--- src/rtl/apb4_pkg.sv ---
// Shared types and constants for the APB4 master bridge.
package apb4_pkg;

  typedef enum logic [1:0] {
    IDLE   = 2'd0,
    SETUP  = 2'd1,
    ACCESS = 2'd2,
    RESP   = 2'd3
  } apb_state_e;

  // pprot bit masks
  localparam logic [2:0] PPROT_PRIV      = 3'b001;
  localparam logic [2:0] PPROT_NONSECURE = 3'b010;
  localparam logic [2:0] PPROT_INSTR     = 3'b100;

endpackage

--- src/rtl/apb4_timeout_cnt.sv ---
// ACCESS-phase wait counter; expired is high during the last permitted ACCESS cycle.
module apb4_timeout_cnt #(
  parameter int TIMEOUT_CYCLES = 256
) (
  input  logic clk,
  input  logic rst,
  input  logic clr,
  input  logic en,
  output logic expired
);

  generate
    if (TIMEOUT_CYCLES == 0) begin : g_off
      logic unused_tie;
      assign unused_tie = ^{clk, rst, clr, en};
      assign expired    = 1'b0;
    end else begin : g_on
      localparam int W = $clog2(TIMEOUT_CYCLES + 1);
      // counter holds the number of ACCESS cycles already spent without pready
      localparam logic [W-1:0] LIMIT = W'(TIMEOUT_CYCLES - 1);
      logic [W-1:0] cnt_q;

      always_ff @(posedge clk) begin
        if (rst || clr) cnt_q <= '0;
        else if (en)    cnt_q <= cnt_q + 1'b1;
      end

      assign expired = (cnt_q == LIMIT);
    end
  endgenerate

endmodule

--- src/rtl/apb4_master_bridge.sv ---
// Native valid/ready request port to APB4 master, one outstanding transfer, bounded wait.
module apb4_master_bridge
  import apb4_pkg::*;
#(
  parameter int APB_ADDR_WIDTH = 32,
  parameter int APB_DATA_WIDTH = 32,
  parameter int TIMEOUT_CYCLES = 256
) (
  input  logic                        pclk,
  input  logic                        preset,
  input  logic                        req_valid_i,
  output logic                        req_ready_o,
  input  logic [APB_ADDR_WIDTH-1:0]   req_addr_i,
  input  logic                        req_we_i,
  input  logic [APB_DATA_WIDTH-1:0]   req_wdata_i,
  input  logic [APB_DATA_WIDTH/8-1:0] req_wstrb_i,
  input  logic [2:0]                  req_prot_i,
  output logic                        rsp_valid_o,
  input  logic                        rsp_ready_i,
  output logic [APB_DATA_WIDTH-1:0]   rsp_rdata_o,
  output logic                        rsp_err_o,
  output logic [APB_ADDR_WIDTH-1:0]   paddr,
  output logic [2:0]                  pprot,
  output logic                        psel,
  output logic                        penable,
  output logic                        pwrite,
  output logic [APB_DATA_WIDTH-1:0]   pwdata,
  output logic [APB_DATA_WIDTH/8-1:0] pstrb,
  input  logic                        pready,
  input  logic [APB_DATA_WIDTH-1:0]   prdata,
  input  logic                        pslverr
);

  apb_state_e state_q, state_d;
  logic       accept, expired;

  assign accept      = (state_q == IDLE) && req_valid_i;
  assign req_ready_o = (state_q == IDLE);
  assign psel        = (state_q == SETUP) || (state_q == ACCESS);
  assign penable     = (state_q == ACCESS);
  assign rsp_valid_o = (state_q == RESP);

  always_ff @(posedge pclk) begin
    if (preset) state_q <= IDLE;
    else        state_q <= state_d;
  end

  always_comb begin
    state_d = state_q;
    case (state_q)
      IDLE:    if (req_valid_i) state_d = SETUP;
      SETUP:   state_d = ACCESS;
      ACCESS:  if (pready || expired) state_d = RESP;
      RESP:    if (rsp_ready_i) state_d = IDLE;
      default: state_d = IDLE;
    endcase
  end

  apb4_timeout_cnt #(.TIMEOUT_CYCLES(TIMEOUT_CYCLES)) u_tmo (
    .clk     (pclk),
    .rst     (preset),
    .clr     (state_q != ACCESS),
    .en      ((state_q == ACCESS) && !pready),
    .expired (expired)
  );

  // APB-side request latch; only loads on accept so the bus holds between transfers.
  always_ff @(posedge pclk) begin
    if (preset) begin
      paddr  <= '0;
      pprot  <= '0;
      pwrite <= 1'b0;
      pwdata <= '0;
      pstrb  <= '0;
    end else if (accept) begin
      paddr  <= req_addr_i;
      pprot  <= req_prot_i;
      pwrite <= req_we_i;
      pwdata <= req_wdata_i;
      pstrb  <= req_we_i ? req_wstrb_i : '0;
    end
  end

  // pready is checked first so a completion on the expiry cycle is not reported as a timeout.
  always_ff @(posedge pclk) begin
    if (preset) begin
      rsp_rdata_o <= '0;
      rsp_err_o   <= 1'b0;
    end else if (state_q == ACCESS) begin
      if (pready) begin
        rsp_err_o   <= pslverr;
        rsp_rdata_o <= (!pwrite && !pslverr) ? prdata : '0;
      end else if (expired) begin
        rsp_err_o   <= 1'b1;
        rsp_rdata_o <= '0;
      end
    end
  end

endmodule
--- config.mk ---
export PLATFORM = sky130hd
export DESIGN_NAME = apb4_master_bridge
export DESIGN_NICKNAME = d
export VERILOG_FILES = /design/src/rtl/apb4_pkg.sv /design/src/rtl/apb4_timeout_cnt.sv /design/src/rtl/apb4_master_bridge.sv
export SDC_FILE = /design/constraint.sdc
export NUM_CORES = 1
export LEC_CHECK = 0
export CORE_MARGIN = 2
export CORE_UTILIZATION = 42
export CTS_CLUSTER_DIAMETER = 40
export CTS_CLUSTER_SIZE = 8
export DETAILED_ROUTE_END_ITERATION = 8
export PLACE_DENSITY = 0.85
export SLEW_MARGIN = 25
export SYNTH_ARGS = -nofsm -noshare
export SYNTH_HDL_FRONTEND = slang
export SYNTH_SLANG_ARGS = --single-unit
--- constraint.sdc ---
create_clock -name pclk -period 2.6 [get_ports pclk]
set_clock_uncertainty 0.05 [all_clocks]
set_input_delay 0.65 -clock pclk [delete_from_list [all_inputs] [get_ports pclk]]
set_output_delay 0.65 -clock pclk [all_outputs]
set_load 0.005 [all_outputs]
## Word level (Yosys, flattened, before mapping)

Index checks and enable logic that the tools add are counted.

| storage, ports and cells | value |
|---|---|
| register bits after elaboration | 116 |
| logic and storage cells | 41 |
| input bits | 110 |
| output and inout bits | 109 |

| operators by class | value |
|---|---|
| reduce and logical (&&, ||, !) cells | 13 |
| eq/ne operators | 8 |
| mux-type cells | 10 |
| add/sub/neg operators | 1 |

Operator list:

| kind | count |
|---|---|
| $mux W32 | 3 |
| $add A9 B1 Y9 const B | 1 |
| $eq A9 B8 Y1 const B | 1 |
| $pmux W2 S4 | 1 |
| $mux W2 | 3 |
| $eq A2 B2 Y1 const B | 2 |
| $mux W4 | 1 |
| $ne A2 B1 Y1 const B | 2 |
| $ne A2 B2 Y1 const B | 2 |
| $logic_and A1 B1 Y1 | 3 |
| $logic_not A1 Y1 | 3 |
| $logic_or A1 B1 Y1 | 3 |
| $reduce_and A3 Y1 | 1 |
| $eq A2 B1 Y1 const B | 1 |
| $logic_not A2 Y1 | 1 |
| $mux W1 | 2 |
| $reduce_and A2 Y1 | 1 |
| $reduce_bool A2 Y1 | 1 |

## Logic depth before layout (Yosys ltp)

Gate-level depths: netlist of the first run.

| depth | value |
|---|---|
| word-level depth | 4 |
| gate-level depth with buffers | 8 |
| depth with buffers taken out | 7 |

## Modules after synthesis

A second synthesis of the first run with hierarchy kept.

| unflattened totals | value |
|---|---|
| cells, all modules | 454 |
| area, all modules | 4066.4 um2 |

Modules (own cells, without submodules):

| module | cells an instance | instances | area an instance (um2) | seq. area each (um2) |
|---|---|---|---|---|
| apb4_master_bridge | 409 | 1 | 3664.8 | 2142.1 |
| apb4_timeout_cnt | 45 | 1 | 401.6 | 180.2 |

## Worst setup path before layout of the first run

No wires, ideal clock.

| path | value |
|---|---|
| kind | flip-flop to flip-flop |
| start | register u_tmo.g_on.cnt_q[0] |
| end | register state_q[1] |
| setup time | 0.067 ns |
| required time | 2.483 ns |
| slack | 0.949 ns |
| arrival | 1.533 ns |
| path buffers | 0 |
| clock period less this slack | 1.651 ns |
| cell stages (with the launch flop) | 8 |
| cell sequence | dfxtp_1 > ha_1 > nand3_1 > nor2_1 > ha_1 > or3b_1 > a31o_1 > a21oi_2 |

| between the ends | value |
|---|---|
| cells in the longest elaborated chain, start to end | 4 |

Ends and longest elaborated chain:

| element | RTL line | RTL |
|---|---|---|
| start, declared | apb4_timeout_cnt.sv:21 | `logic [W-1:0] cnt_q;` |
| start signal, assigned | apb4_timeout_cnt.sv:25 | `else if (en) cnt_q <= cnt_q + 1'b1;` |
| $eq A9 B8 Y1 | apb4_timeout_cnt.sv:28 | `assign expired = (cnt_q == LIMIT);` |
| $logic_or A1 B1 Y1 | apb4_master_bridge.sv:53 | `ACCESS: if (pready \|\| expired) state_d = RESP;` |
| $ne A2 B1 Y1 (no source line) | - |  |
| $reduce_and A3 Y1 (no source line) | - |  |
| end signal, assigned | apb4_master_bridge.sv:45 | `else state_q <= state_d;` |
| end, declared | apb4_master_bridge.sv:34 | `apb_state_e state_q, state_d;` |

Every way passes these cells.
A chain may end at the register's enable or synchronous reset.

## Worst setup path after layout of the first run

| path | value |
|---|---|
| start | register state_q[0] |
| end | output port psel |

| between the ends | value |
|---|---|
| cells in the longest elaborated chain, start to end | 2 |
| elaborated cells on any way between the ends | 3 |
| those cells by class | eq/ne (2); reduce/logical (1) |

Ends and longest elaborated chain:

| element | RTL line | RTL |
|---|---|---|
| $eq A2 B1 Y1 / $eq A2 B2 Y1 (equally long branches) | apb4_master_bridge.sv:39 | `assign psel = (state_q == SETUP) \|\| (state_q == ACCESS);` |
| $logic_or A1 B1 Y1 * | apb4_master_bridge.sv:39 |  |
| end, declared | apb4_master_bridge.sv:24 | `output logic psel,` |

Every way passes the cells marked *; elsewhere a longest branch is shown, timed or not.

==> flow_summary.toml, run 1 <==
[run_status]
outcome = "completed"

[synth]
synth.area.top_cells = "dfxtp_1 56%, nand2_1 13%, a21oi_1 9.4%, a22oi_1 5.8%, nor2_1 3.6%"
synth_top_area_share_pct = 55.8
yosys.area.top_type = "dfxtp_1"
syn-cell-area_um2 = 4170
synthCells = 493
yosys_warnings = 0
ys_types = 33
synth_nets = 609
ys_async_sr_fraction_pct = 0
seq_area_frac_synth_pct = 55.8
ys_ff_latch = 116
synth_flop_cell = "dfxtp_1"
syn-mean-instance-area_um2 = 8.45
synth-edff-count = 0

[placed_design]
placed_cell_area_um2 = 6470
placedCellCount = 819
io_buffers = 218
place_hpwl_um = 9040
post-place-ws_ns = 0.284
gp_congestion = 0.781

[setup_path]
worst_path_largest_cell_delay_ns = 0.52
critPathTopFamily = "buffers and inverters"
critical_path_required_ns = 1.90
cp_slowest_cell = "clkdlybuf4s50_1"
crit_arrival_ns = 1.80
crit_chain = "inv_1 > ha_1 > clkdlybuf4s50_1"
path_max_fanout = 3
end_kind = "primary output"
critPathKind = "register to primary output"
critPathBufInv = 2
cp-start-kind = "register"

[timing]
max_freq_ghz = 0.400
final.period_utilization_pct = 96.1
worst_pin_slew_ns = 0.434
finalCriticalPeriod_ns = 2.50
drv_slew = 0
rsz0062_at_grt = "no"
hold_viol = 0
max_slew_margin_pct = 71.1
tns_ns = 0
setup_viol = 0
setup_ws_ns = 0.102

[routing]
ant_nets = 0
drtIter0Drc = 167
wl_um = 13000
viasPerCell = 5.06
avgRoutedWirePerCell_um = 15.3
via_count = 4303
drc_errors = 0
dr.pass1.iters = 5

[finish]
nNetsFinal = 821
multiInputGateArea_um2 = 1680
syn2layout_area_growth_pct = 69.1
fillerInstances = 693
seqCellArea_um2 = 2320
drive_gt1_share_pct = 6.82
fin_cells = 851
num_antenna_cells = 0
utilization_pct = 72.7
final_cell_area_um2 = 7040

[cts]
holdBufCountCts = 0
cts_buffers = 17
clkLatencyLatePin_ns = 0.50
htreeDepth = 4
cts_resized = 0
cts_tree = "done"
cts_sinks = 116
cts-root-buf = "clkbuf_8"
cts_buffer_depth = 2
cts_setup_buffers = 0
clk_pin_slew_ns = 0.05

[floorplanning]
io_pins = 219
dieArea_um2 = 10700
start_util_pct = 43.0
die_w_um = 104
fp.dieH_um = 104
rows = 36
core_area_um2 = 9680

[flow_run]
drv_cap = 0

[global_route]
grt_antenna_before_repair = 0
grt.total_usage_pct = 24.1
grt-ovfl-total = 0
grt_pass1_wl_um = 20700
grt_pass1_vias = 4301
grt_max_degree = 43

[power]
ir_drop_uv = 521
powerDensity_nw_per_um2 = 869
p_leak_uw = 0.00256

[hold_path]
hold_path_class = "register to register"
[worst min-delay path, stage by stage, from the launching register on]
cell and delay, ns:
dfxtp_1 0.30, nand2_1 0.05, a21oi_1 0.05
[per-stage QoR]
step	hold slack (ns)	power, uW
6_report	0.402	6120
5_1_grt	0.426	6440
4_1_cts	0.403	6160
3_5_place_dp	0.396	3920
3_3_place_gp	0.389	3860
2_1_floorplan	0.398	2960
[layer usage]
layer  track usage [%]  vias up  share of wire (%)
li1                  -     2071                  -
met3              8.43       34                7.1
met4              12.1        0                3.3
met1              26.4     2022                 40
met5                 0        -                  0
met2              41.4      176                 49
[flip-flops by register name, indices dropped and copies added, names as in the netlist]
register          count
pprot                 3
rsp_err_o             1
state_q               2
pwrite                1
u_tmo.g_on.cnt_q      9
paddr                32
pstrb                 4
rsp_rdata_o          32
pwdata               32
[kinds of logic after synthesis]
kind of cell | Yosys count | share of synthesized area (%)
AO/OA/AOI/OAI | 120 | 16.8
XOR/XNOR | 2 | 0.421
adder cells (fa/ha/maj) | 6 | 1.80
buffers and inverters | 40 | 4.54
multiplexers | 1 | 0.240
AND/OR/NAND/NOR | 208 | 20.5
flip-flops | 116 | 55.8
[layout by cell type (no fill, tap or decap), types with 3 or more instances in the layout]
cell type / instances
a21oi_1: 78
or3_1: 3
nand3_1: 7
clkinvlp_4: 5
nor2_1: 40
inv_1: 4
a22oi_1: 32
clkbuf_8: 3
o21ai_0: 3
clkdlybuf4s50_1: 217
dfxtp_1: 116
clkbuf_16: 16
clkinv_2: 3
nand2_1: 142
buf_4: 10
ha_1: 6
[power breakdown]
part	internal, uW	switching (uW)
Combinational	904	821
Clock	1410	808
Sequential	2040	138
[path summary, 6_finish.rpt]
kind | startpoint | to | slack (ns) | depth (start not counted)
max | state_q[0] | psel | 0.10 | 3
min | paddr[1] | paddr[1] | 0.40 | 2
max reg2reg | state_q[0] | rsp_rdata_o[16] | 0.80 | 7
min reg2reg | paddr[1] | paddr[1] | 0.40 | 2
[area by class of cell]
cell class / count / area share, %
inverters: 4 / 0.213
multi-input cells: 337 / 23.8
repair buffers: 229 / 32.5
clock inverters: 12 / 1.85
flip-flops and latches: 116 / 33.0
well taps: 133 / 2.36
clock buffers: 20 / 6.32
[synth_stat cells, drive strengths merged (2+ instances only)]
cell type / count
buf: 11
dfxtp: 116
nand2b: 3
nor2b: 2
ha: 6
inv: 4
clkbuf: 25
o21ai: 4
or4: 2
or3: 3
a21oi: 79
nand2: 143
nand4: 2
nand3: 7
nor2: 40
a22oi: 32
o31ai: 2
(Power assumes the default switching activity.)
==> run 2: changes to the inputs <==
--- a/config.mk
+++ b/config.mk
@@ -6,11 +6,11 @@
 export NUM_CORES = 1
 export LEC_CHECK = 0
 export CORE_MARGIN = 2
-export CORE_UTILIZATION = 42
+export CORE_UTILIZATION = 39
 export CTS_CLUSTER_DIAMETER = 40
 export CTS_CLUSTER_SIZE = 8
 export DETAILED_ROUTE_END_ITERATION = 8
-export PLACE_DENSITY = 0.85
+export PLACE_DENSITY = 0.8
 export SLEW_MARGIN = 25
 export SYNTH_ARGS = -nofsm -noshare
 export SYNTH_HDL_FRONTEND = slang
==> constraint.sdc (replaced) <==
create_clock -name pclk -period 2.3 [get_ports pclk]
set_clock_uncertainty 0.05 [all_clocks]
set_input_delay 0.575 -clock pclk [delete_from_list [all_inputs] [get_ports pclk]]
set_output_delay 0.575 -clock pclk [all_outputs]
set_load 0.005 [all_outputs]
==> run 2 against run 1 <==
Final cell count rose by 0.35%. Utilization down 4.4 points. Wire length decreased by 5.1%. Critical path type unchanged. First-iteration DRC count grew 68%. Via count fell by 3.2%.
==> flow_summary.toml, run 2 (same netlist as run 1, synthesis figures left out) <==
[run_status]
outcome = "completed"

[routing]
avgRoutedWirePerCell_um = 14.4
drtIter0Drc = 280
via_count = 4166
drc_errors = 0
wl_um = 12300
viasPerCell = 4.88
dr.pass1.iters = 5
ant_nets = 0

[floorplanning]
rows = 37
fp.dieH_um = 107
io_pins = 219
core_area_um2 = 10400
dieArea_um2 = 11500
start_util_pct = 40.2
die_w_um = 107

[finish]
layout_common_cells = "215 x clkdlybuf4s50_1, 142 x nand2_1, 116 x dfxtp_1"
fillerInstances = 856
nNetsFinal = 821
syn2layout_area_growth_pct = 70.1
seqCellArea_um2 = 2320
num_antenna_cells = 0
drive_gt1_share_pct = 7.38
reg.largest.list = "paddr: 32 flops, pwdata: 32 flops, rsp_rdata_o: 32 flops"
utilization_pct = 68.3
final_common_cell = "clkdlybuf4s50_1"
multiInputGateArea_um2 = 1690

[global_route]
grt_antenna_before_repair = 0
grt_pass1_vias = 4061
grt.total_usage_pct = 21.2
grt_max_degree = 55
grt-ovfl-total = 0
grt_pass1_wl_um = 19500

[power]
ir_drop_uv = 581
power.switching_uw = 2020
swShare_pct = 29.3
intPower_uw = 4890
p_comb_share_pct = 28.3
powerDensity_nw_per_um2 = 975
seqPwrFrac_pct = 35.6
clkPwrFrac_pct = 36.2
p_leak_uw = 0.00259

[cts]
holdBufCountCts = 0
cts_buffer_depth = 2
cts_buffers = 17
cts-root-buf = "clkbuf_8"
cts_setup_buffers = 0
clkLatencyLatePin_ns = 0.50
htreeDepth = 4
cts_tree = "done"
clk_pin_slew_ns = 0.06
cts_sinks = 116

[setup_path]
critPathKind = "register to primary output"
path_max_fanout = 3
crit_arrival_ns = 1.67
critical_path_required_ns = 1.67
end_kind = "primary output"
cp-start-kind = "register"

[timing]
setup_ws_ns = 0.00857
max_freq_ghz = 0.436
final.period_utilization_pct = 99.6
hold_viol = 0
finalCriticalPeriod_ns = 2.29
max_slew_margin_pct = 78.4
worst_pin_slew_ns = 0.324
setup_viol = 0
drv_slew = 0
rsz0062_at_grt = "yes"

[placed_design]
place_hpwl_um = 8680
gp_congestion = 0.830
post-place-ws_ns = 0.210
io_buffers = 218

[hold_path]
hold_path_class = "input port to register"

[flow_run]
drv_cap = 0
[run 2: area by class of cell]
| cell class | instances | share of cell area (%) |
|---|---|---|
| flip-flops and latches | 116 | 32.8 |
| repair buffers | 229 | 32.7 |
| multi-input cells | 337 | 23.9 |
| clock buffers | 17 | 5.84 |
| well taps | 136 | 2.40 |
| clock inverters | 15 | 2.24 |
| inverters | 4 | 0.212 |
[run 2: final timing paths]
| check | from | end | slack [ns] | cells after the start |
|---|---|---|---|---|
| worst min register to register | pwdata[9] | pwdata[9] | 0.40 | 2 |
| worst max register to register | u_tmo.g_on.cnt_q[0] | state_q[1] | 0.56 | 7 |
| worst max-delay path | state_q[0] | penable | 0.009 | 3 |
| worst min-delay path | preset | rsp_rdata_o[9] | 0.40 | 2 |
[run 2: what timing repair did]
action | 4_1_cts | 5_1_grt
endpoints found under the setup margin | 3 | 2
gates resized for setup | 2 | 4
pin swaps | 1 | 0
[run 2: routing by layer]
metal | GRT usage, % | wire, um | vias up
met3 | 6.42 | 949 | 19
met2 | 36.6 | 6100 | 151
met5 | 0 | 0 | -
met4 | 9.52 | 292 | 0
li1 | - | - | 2073
met1 | 24.0 | 4990 | 1923
[run 2: metrics by stage]
step	hold WS, ns	TNS [ns]	instance area, um2	power, uW	instances
after floorplan	0.398	0	4170	3340	493
after global placement	0.390	0	6500	4380	822
after detailed placement	0.396	0	6500	4450	822
after CTS	0.382	-0.0601	7070	6960	854
after global routing	0.389	-0.0723	7090	7290	854
final	0.399	0	7090	6910	854
[run 2: power by group through the flow]
stage               logic [uW]  registers, uW  clock network [uW]
global route              2160           2490                2640
detailed placement        1950           2500                   0
finish                    1950           2460                2500
floorplan                  832           2510                   0
CTS                       1960           2460                2540
global placement          1900           2480                   0
[run 2: worst max-delay path, cell delays in order (launching register included)]
cell             delay (ns)
dfxtp_1                0.33
inv_2                  0.10
ha_2                   0.22
clkdlybuf4s50_1        0.52
